File: src/rtl/ast_feed_ctrl_if.sv
// ast_feed_ctrl_if: bundles the control/status signals between the feed
// sequencer and its environment (lane FIFO bank plus run control).
//
//   start, stall, abort  run control into the sequencer
//   lane_empty[LANES]    empty flags from the lane FIFOs
//   load[LANES]          parallel_load strobes to the lane FIFOs
//   pop[LANES]           pop strobes to the lane FIFOs
//   valid_out[LANES]     lane data_out holds valid data this cycle
//   busy, done, err      run status
//
// slave  : the sequencer side (ast_feed_ctrl)
// master : the side that drives run control and owns the FIFOs
interface ast_feed_ctrl_if #(
    parameter int LANES = 8
);
    logic             start;
    logic             stall;
    logic             abort;
    logic [LANES-1:0] lane_empty;
    logic [LANES-1:0] load;
    logic [LANES-1:0] pop;
    logic [LANES-1:0] valid_out;
    logic             busy;
    logic             done;
    logic             err;

    modport master (
        output start, stall, abort, lane_empty,
        input  load, pop, valid_out, busy, done, err
    );

    modport slave (
        input  start, stall, abort, lane_empty,
        output load, pop, valid_out, busy, done, err
    );
endinterface

File: src/rtl/ast_feed_ctrl.sv
// ast_feed_ctrl: sequencer for a bank of LANES parallel-loadable lane FIFOs
// feeding a systolic array. A run loads every lane in one cycle, then pops
// DEPTH entries from each lane with a diagonal skew (lane i starts i cycles
// after lane 0) so operands reach the array wavefront-aligned.
//
// Ports:
//   clk  rising-edge clock
//   rst  asynchronous active-low reset
//   bus  ast_feed_ctrl_if.slave (start/stall/abort/lane_empty in,
//        load/pop/valid_out/busy/done/err out); the interface LANES
//        parameter must match this module's LANES.
//
// state    | meaning
// ---------+-----------------------------------------------------------
// S_IDLE   | waiting for start; no strobes
// S_LOAD   | one cycle, parallel_load every lane
// S_STREAM | skewed pops, cnt = 0 .. DEPTH+LANES-2, frozen while stalled
// S_DRAIN  | one cycle, no pops, last pop's valid_out shows
// S_DONE   | one cycle, done pulse; start ignored here
module ast_feed_ctrl #(
    parameter int LANES = 8,
    parameter int DEPTH = 8
) (
    input  logic           clk,
    input  logic           rst,
    ast_feed_ctrl_if.slave bus
);
    localparam int            CW        = $clog2(DEPTH + LANES);
    localparam logic [CW-1:0] CNT_LAST  = CW'(DEPTH + LANES - 2);
    localparam logic [CW-1:0] CNT_DEPTH = CW'(DEPTH);
    localparam logic [CW-1:0] CNT_ONE   = CW'(1);

    typedef enum logic [2:0] {
        S_IDLE,
        S_LOAD,
        S_STREAM,
        S_DRAIN,
        S_DONE
    } state_t;

    state_t           r_state;
    logic [CW-1:0]    r_cnt;
    logic [LANES-1:0] r_valid;
    logic             r_busy;
    logic             r_done;
    logic             r_err;

    logic [LANES-1:0] w_pop;
    logic [LANES-1:0] w_load;

    // Lane i is active for cnt in [i, i+DEPTH). The cnt >= i test comes
    // first so the subtraction never wraps.
    always_comb begin
        w_pop = '0;
        if ((r_state == S_STREAM) && !bus.stall) begin
            for (int i = 0; i < LANES; i++) begin
                if ((r_cnt >= CW'(i)) && ((r_cnt - CW'(i)) < CNT_DEPTH)) begin
                    w_pop[i] = 1'b1;
                end
            end
        end
    end

    assign w_load = (r_state == S_LOAD) ? {LANES{1'b1}} : '0;

    always_ff @(posedge clk or negedge rst) begin
        if (!rst) begin
            r_state <= S_IDLE;
            r_cnt   <= '0;
            r_valid <= '0;
            r_busy  <= 1'b0;
            r_done  <= 1'b0;
            r_err   <= 1'b0;
        end else begin
            // Matches the one-cycle data_out latency of the lane FIFOs;
            // a pop issued in an aborting cycle is still reported.
            r_valid <= w_pop;
            r_done  <= 1'b0;
            if (|(w_pop & bus.lane_empty)) begin
                r_err <= 1'b1;
            end

            case (r_state)
                S_IDLE: begin
                    if (bus.start) begin
                        r_state <= S_LOAD;
                        r_busy  <= 1'b1;
                    end
                end
                S_LOAD: begin
                    r_cnt <= '0;
                    if (bus.abort) begin
                        r_state <= S_IDLE;
                        r_busy  <= 1'b0;
                    end else begin
                        r_state <= S_STREAM;
                    end
                end
                S_STREAM: begin
                    if (bus.abort) begin
                        r_state <= S_IDLE;
                        r_cnt   <= '0;
                        r_busy  <= 1'b0;
                    end else if (!bus.stall) begin
                        if (r_cnt == CNT_LAST) begin
                            r_state <= S_DRAIN;
                            r_cnt   <= '0;
                        end else begin
                            r_cnt <= r_cnt + CNT_ONE;
                        end
                    end
                end
                S_DRAIN: begin
                    r_busy <= 1'b0;
                    if (bus.abort) begin
                        r_state <= S_IDLE;
                    end else begin
                        r_state <= S_DONE;
                        r_done  <= 1'b1;
                    end
                end
                S_DONE: begin
                    r_state <= S_IDLE;
                end
                default: begin
                    r_state <= S_IDLE;
                    r_cnt   <= '0;
                    r_busy  <= 1'b0;
                end
            endcase
        end
    end

    assign bus.load      = w_load;
    assign bus.pop       = w_pop;
    assign bus.valid_out = r_valid;
    assign bus.busy      = r_busy;
    assign bus.done      = r_done;
    assign bus.err       = r_err;
endmodule

File: src/flat_wrapper.sv
// flat-port wrapper written by rule: the top's interface ports become plain ports
module ast_feed_ctrl_flat 
#(
    parameter int LANES = 8,
    parameter int DEPTH = 8
)
  (clk, rst, bus_start, bus_stall, bus_abort, bus_lane_empty, bus_load, bus_pop, bus_valid_out, bus_busy, bus_done, bus_err);
  ast_feed_ctrl_if #(.LANES(LANES)) bus_i ();
  input  logic clk;
  input  logic rst;
  input wire logic [$bits(bus_i.start)-1:0] bus_start;
  input wire logic [$bits(bus_i.stall)-1:0] bus_stall;
  input wire logic [$bits(bus_i.abort)-1:0] bus_abort;
  input wire logic [$bits(bus_i.lane_empty)-1:0] bus_lane_empty;
  output wire logic [$bits(bus_i.load)-1:0] bus_load;
  output wire logic [$bits(bus_i.pop)-1:0] bus_pop;
  output wire logic [$bits(bus_i.valid_out)-1:0] bus_valid_out;
  output wire logic [$bits(bus_i.busy)-1:0] bus_busy;
  output wire logic [$bits(bus_i.done)-1:0] bus_done;
  output wire logic [$bits(bus_i.err)-1:0] bus_err;
  assign bus_i.start = bus_start;
  assign bus_i.stall = bus_stall;
  assign bus_i.abort = bus_abort;
  assign bus_i.lane_empty = bus_lane_empty;
  assign bus_load = bus_i.load;
  assign bus_pop = bus_i.pop;
  assign bus_valid_out = bus_i.valid_out;
  assign bus_busy = bus_i.busy;
  assign bus_done = bus_i.done;
  assign bus_err = bus_i.err;
  ast_feed_ctrl #(.LANES(LANES), .DEPTH(DEPTH)) u_core (.clk(clk), .rst(rst), .bus(bus_i));
endmodule
File: config.mk
export PLATFORM = sky130hd
export DESIGN_NAME = ast_feed_ctrl_flat
export DESIGN_NICKNAME = d
export VERILOG_FILES = /design/src/rtl/ast_feed_ctrl_if.sv /design/src/rtl/ast_feed_ctrl.sv /design/src/flat_wrapper.sv
export SDC_FILE = /design/constraint.sdc
export NUM_CORES = 1
export LEC_CHECK = 0
export CORE_MARGIN = 2
export CORE_UTILIZATION = 25
export CTS_CLUSTER_DIAMETER = 50
export CTS_CLUSTER_SIZE = 10
export DETAILED_ROUTE_END_ITERATION = 10
export DONT_BUFFER_PORTS = 1
export HOLD_SLACK_MARGIN = 0.1
export RECOVER_POWER = 100
export SYNTH_ARGS = -nofsm -noshare
export SYNTH_HDL_FRONTEND = slang
export SYNTH_SLANG_ARGS = --single-unit
File: constraint.sdc
create_clock -name clk -period 1.6 [get_ports clk]
set_clock_uncertainty 0.15 [all_clocks]
set_input_delay 0.16 -clock clk [delete_from_list [all_inputs] [get_ports clk]]
set_output_delay 0.16 -clock clk [all_outputs]
set_load 0.05 [all_outputs]
==> summary.md <==
| Metric | Value |
|---|---|
| Pre-CTS setup slack | `-160 ps` |
| Placed Cells | `202` |
| Detailed Route Iter0 Violations | `57` |
| Max_cap viols | `0` |
| Post-synth top cells | `dfrtp_1, nor2_1, nand2_1, a21oi_1, o21ai_0` |
| P per Cell Area | `983 nW/um^2` |
| Synth cell types | `32` |
| Worst r2r src | `u_core.r_state[2]$_DFFE_PN0P_` |
| RePlAce Congestion | `0.831` |
| Max VDD drop | `414 uV` |
| Leak pwr | `0.769 nW` |
| Fill cell count | `395` |
| Initial antenna violation count | `0` |
| Largest net degree at the start of global routing | `19` |
| Crit-path cells | `or4b_4 -> a21oi_4 -> buf_12` |
| Grt met1 use | `14.5%` |
| Die area | `4960 sq um` |
| I/O pins | `40` |
| Core Region | `4290 sq um` |
| Worst Setup Start Kind | `register` |
| Ant diodes | `0` |
| Total track usage | `13.4%` |
| PortBufs | `0` |
| Yosys warning count | `0` |
| M3 GR Usage | `1.30%` |
| Post-synth EDFFs | `0` |
| Layout cell share with drive strength beyond 1 | `50.9%` |
| Design Power | `1.84 mW` |
| Vias per cell | `4.93` |
| CP max FO | `5` |
| Worst-path clk slew | `80 ps` |
| HPWL Detailed | `2220 um` |
| Drt pass-1 iters | `5` |
| Hold_sp | `bus_lane_empty[3]` |
| Core Util, Final | `43.6%` |
| Crit path kind | `register to output port` |
| Grt met2 use | `25.2%` |
| DR vias | `1090` |
| Max incr delay on CP | `630 ps` |
| Post-synthesis async set-or-reset flop share | `100%` |
| Busiest layer in global routing | `met2` |
| Fmax | `509 MHz` |
| WL final | `3280 um` |
| First-pass GRT wire length | `5220 um` |
| Hold Path Class | `input port to register` |
| Slowest CP cell | `or4b_4` |
| Failing checks | `setup timing` |
| Die X | `70.4 um` |
| CP delay by family, top | `simple AND/OR/NAND/NOR gates` |
| Synth Flop Type | `dfrtp_1` |
| Syn_area_per_cell | `8.68 sq um` |
| Worst Setup SP | `u_core.r_state[2]$_DFFE_PN0P_` |
| Setup WS post-layout | `-366 ps` |
| Vias in the first global route | `1106` |
| Overflow after GRT | `0` |
| CTS H-tree depth | `1` |
| Die height | `70.4 um` |
| Fin cells | `221` |
| Initial Util | `25.7%` |
| RSZ-0062 raised after global routing | `true` |
| Hold Fails Final Rpt | `0` |
| Synth top area share | `40.9%` |
| Setup TNS | `-5150 ps` |
| Ranking of synthesized cells by area | `dfrtp_1, buf_4, nor2_1` |
| Clk_lat worst skew | `270 ps` |
| CTS tree | `done` |
| Syn_nets | `143` |
| Max clock buf depth | `2` |
| Status | `finished, violations left` |
| Crit path DAT | `1660 ps` |
| CTS sink cnt | `18` |
| CTS Root Cell | `clkbuf_8` |
| DRT antenna net count | `0` |
| Final setup viols | `22` |
| Layout area overhead | `69.7%` |
| Slew Viols, Final | `0` |
| Tightest Pin Transition | `846 ps` |
| Slew headroom | `43.4%` |
| Fin crit share | `123%` |
| Worst Path Buf+Inv | `1` |
| Area leader, netlist | `dfrtp_1` |
| Synth Cell Area | `1100 sq um` |
| Most frequent cell after synthesis | `dfrtp_1` |
| DR DRC count | `0` |
| Final min period | `1970 ps` |
| Synth Instances | `127` |
| Drt wl/cell | `14.9 um` |
| Rows | `24` |
| Register area share after synthesis | `40.9%` |
| Num CTS Buffers | `3` |
| Register bit total from synthesis | `18` |
| Crit. End Element | `output port` |
| Worst Path Required | `1290 ps` |
| Fin nets | `186` |
[registers in the layout, indices dropped and copies added, names as in the netlist]
| signal | flops |
|---|---|
| u_core.bus.valid_out | 8 |
| u_core.r_cnt | 4 |
| u_core.r_state | 3 |
| u_core.bus.busy | 1 |
| u_core.bus.done | 1 |
| u_core.bus.err | 1 |
[per-stage QoR]
stage                     hold WS (ps)  area (sq um)
after detailed placement          -285          1560
after global placement            -285          1560
after floorplan                   -286          1230
final                              150          1870
after global routing               175          1870
after CTS                          165          1810
[cell families after synthesis]
family | count (synthesis) | share of synthesized area (%)
buffers and inverters | 21 | 10.2
adders and majority gates | 3 | 3.41
muxes | 2 | 1.82
AOI/OAI and AO/OA | 30 | 18.2
and+or+nand+nor | 52 | 24.7
xor gates and xnor gates | 1 | 0.795
DFF | 18 | 40.9
[final timing paths]
path | endpoint | slack, ps | cells past startpoint
worst max-delay path | bus_pop[7] | -370 | 3
worst min-delay path | u_core.bus.err$_DFFE_PN0P_ | 150 | 4
worst max register to register | u_core.r_cnt[3]$_DFFE_PN0P_ | -220 | 5
worst min register to register | u_core.bus.busy$_DFFE_PN0P_ | 480 | 2
max in group asynchronous | u_core.r_cnt[2]$_DFFE_PN0P_ | 440 | 1
min in group asynchronous | u_core.bus.valid_out[0]$_DFF_PN0_ | 290 | 1
[final cells by class]
class | instances | area (sq um) | area share [%]
sequential | 18 | 453 | 24.2
clock buffer | 4 | 55.1 | 2.94
multi-input combinational | 89 | 729 | 39.0
tap | 52 | 65.1 | 3.48
inverter | 8 | 30.0 | 1.61
timing repair buffer | 50 | 538 | 28.8
[worst min-delay path, stage by stage]
cell and delay [ps]:
nand3_1 60, a31oi_1 70, a31oi_1 140, a32oi_1 100
[power by group]
part	total (mW)	internal, mW	switching, mW	leakage, nW
Combinational	0.883	0.327	0.556	0.498
Sequential	0.553	0.497	0.0555	0.241
Clock	0.404	0.220	0.184	0.0288
Total	1.84	1.04	0.795	0.769
[placed cells by master, fill, tap and decap left out, types with 4 or more instances in the layout]
master | synthesis | final
clkbuf_8 | 0 | 5
nand3_1 | 4 | 4
buf_6 | 0 | 7
nand2_1 | 11 | 10
dlygate4sd3_1 | 0 | 5
nor2_1 | 16 | 8
a21oi_1 | 10 | 5
nor2_4 | 0 | 6
a21oi_2 | 0 | 4
buf_4 | 8 | 21
inv_1 | 8 | 5
buf_12 | 0 | 8
dfrtp_1 | 18 | 16
o21ai_0 | 9 | 4
[layer usage]
metal / wire [um] / vias up
met5: 0 / -
met4: 61 / 0
met3: 86 / 5
met2: 1890 / 22
met1: 1240 / 547
li1: - / 516
[timing repair]
item                                    CTS  global route
buffers inserted                          7             2
gates resized for setup                  21            21
endpoints found under the setup margin   29            29
hold buffers                              6             0
pin swaps                                 8            10
hold endpoints to repair                 24             0
gates cloned                              1             0
No activity file was read; power rests on OpenSTA's default activity.
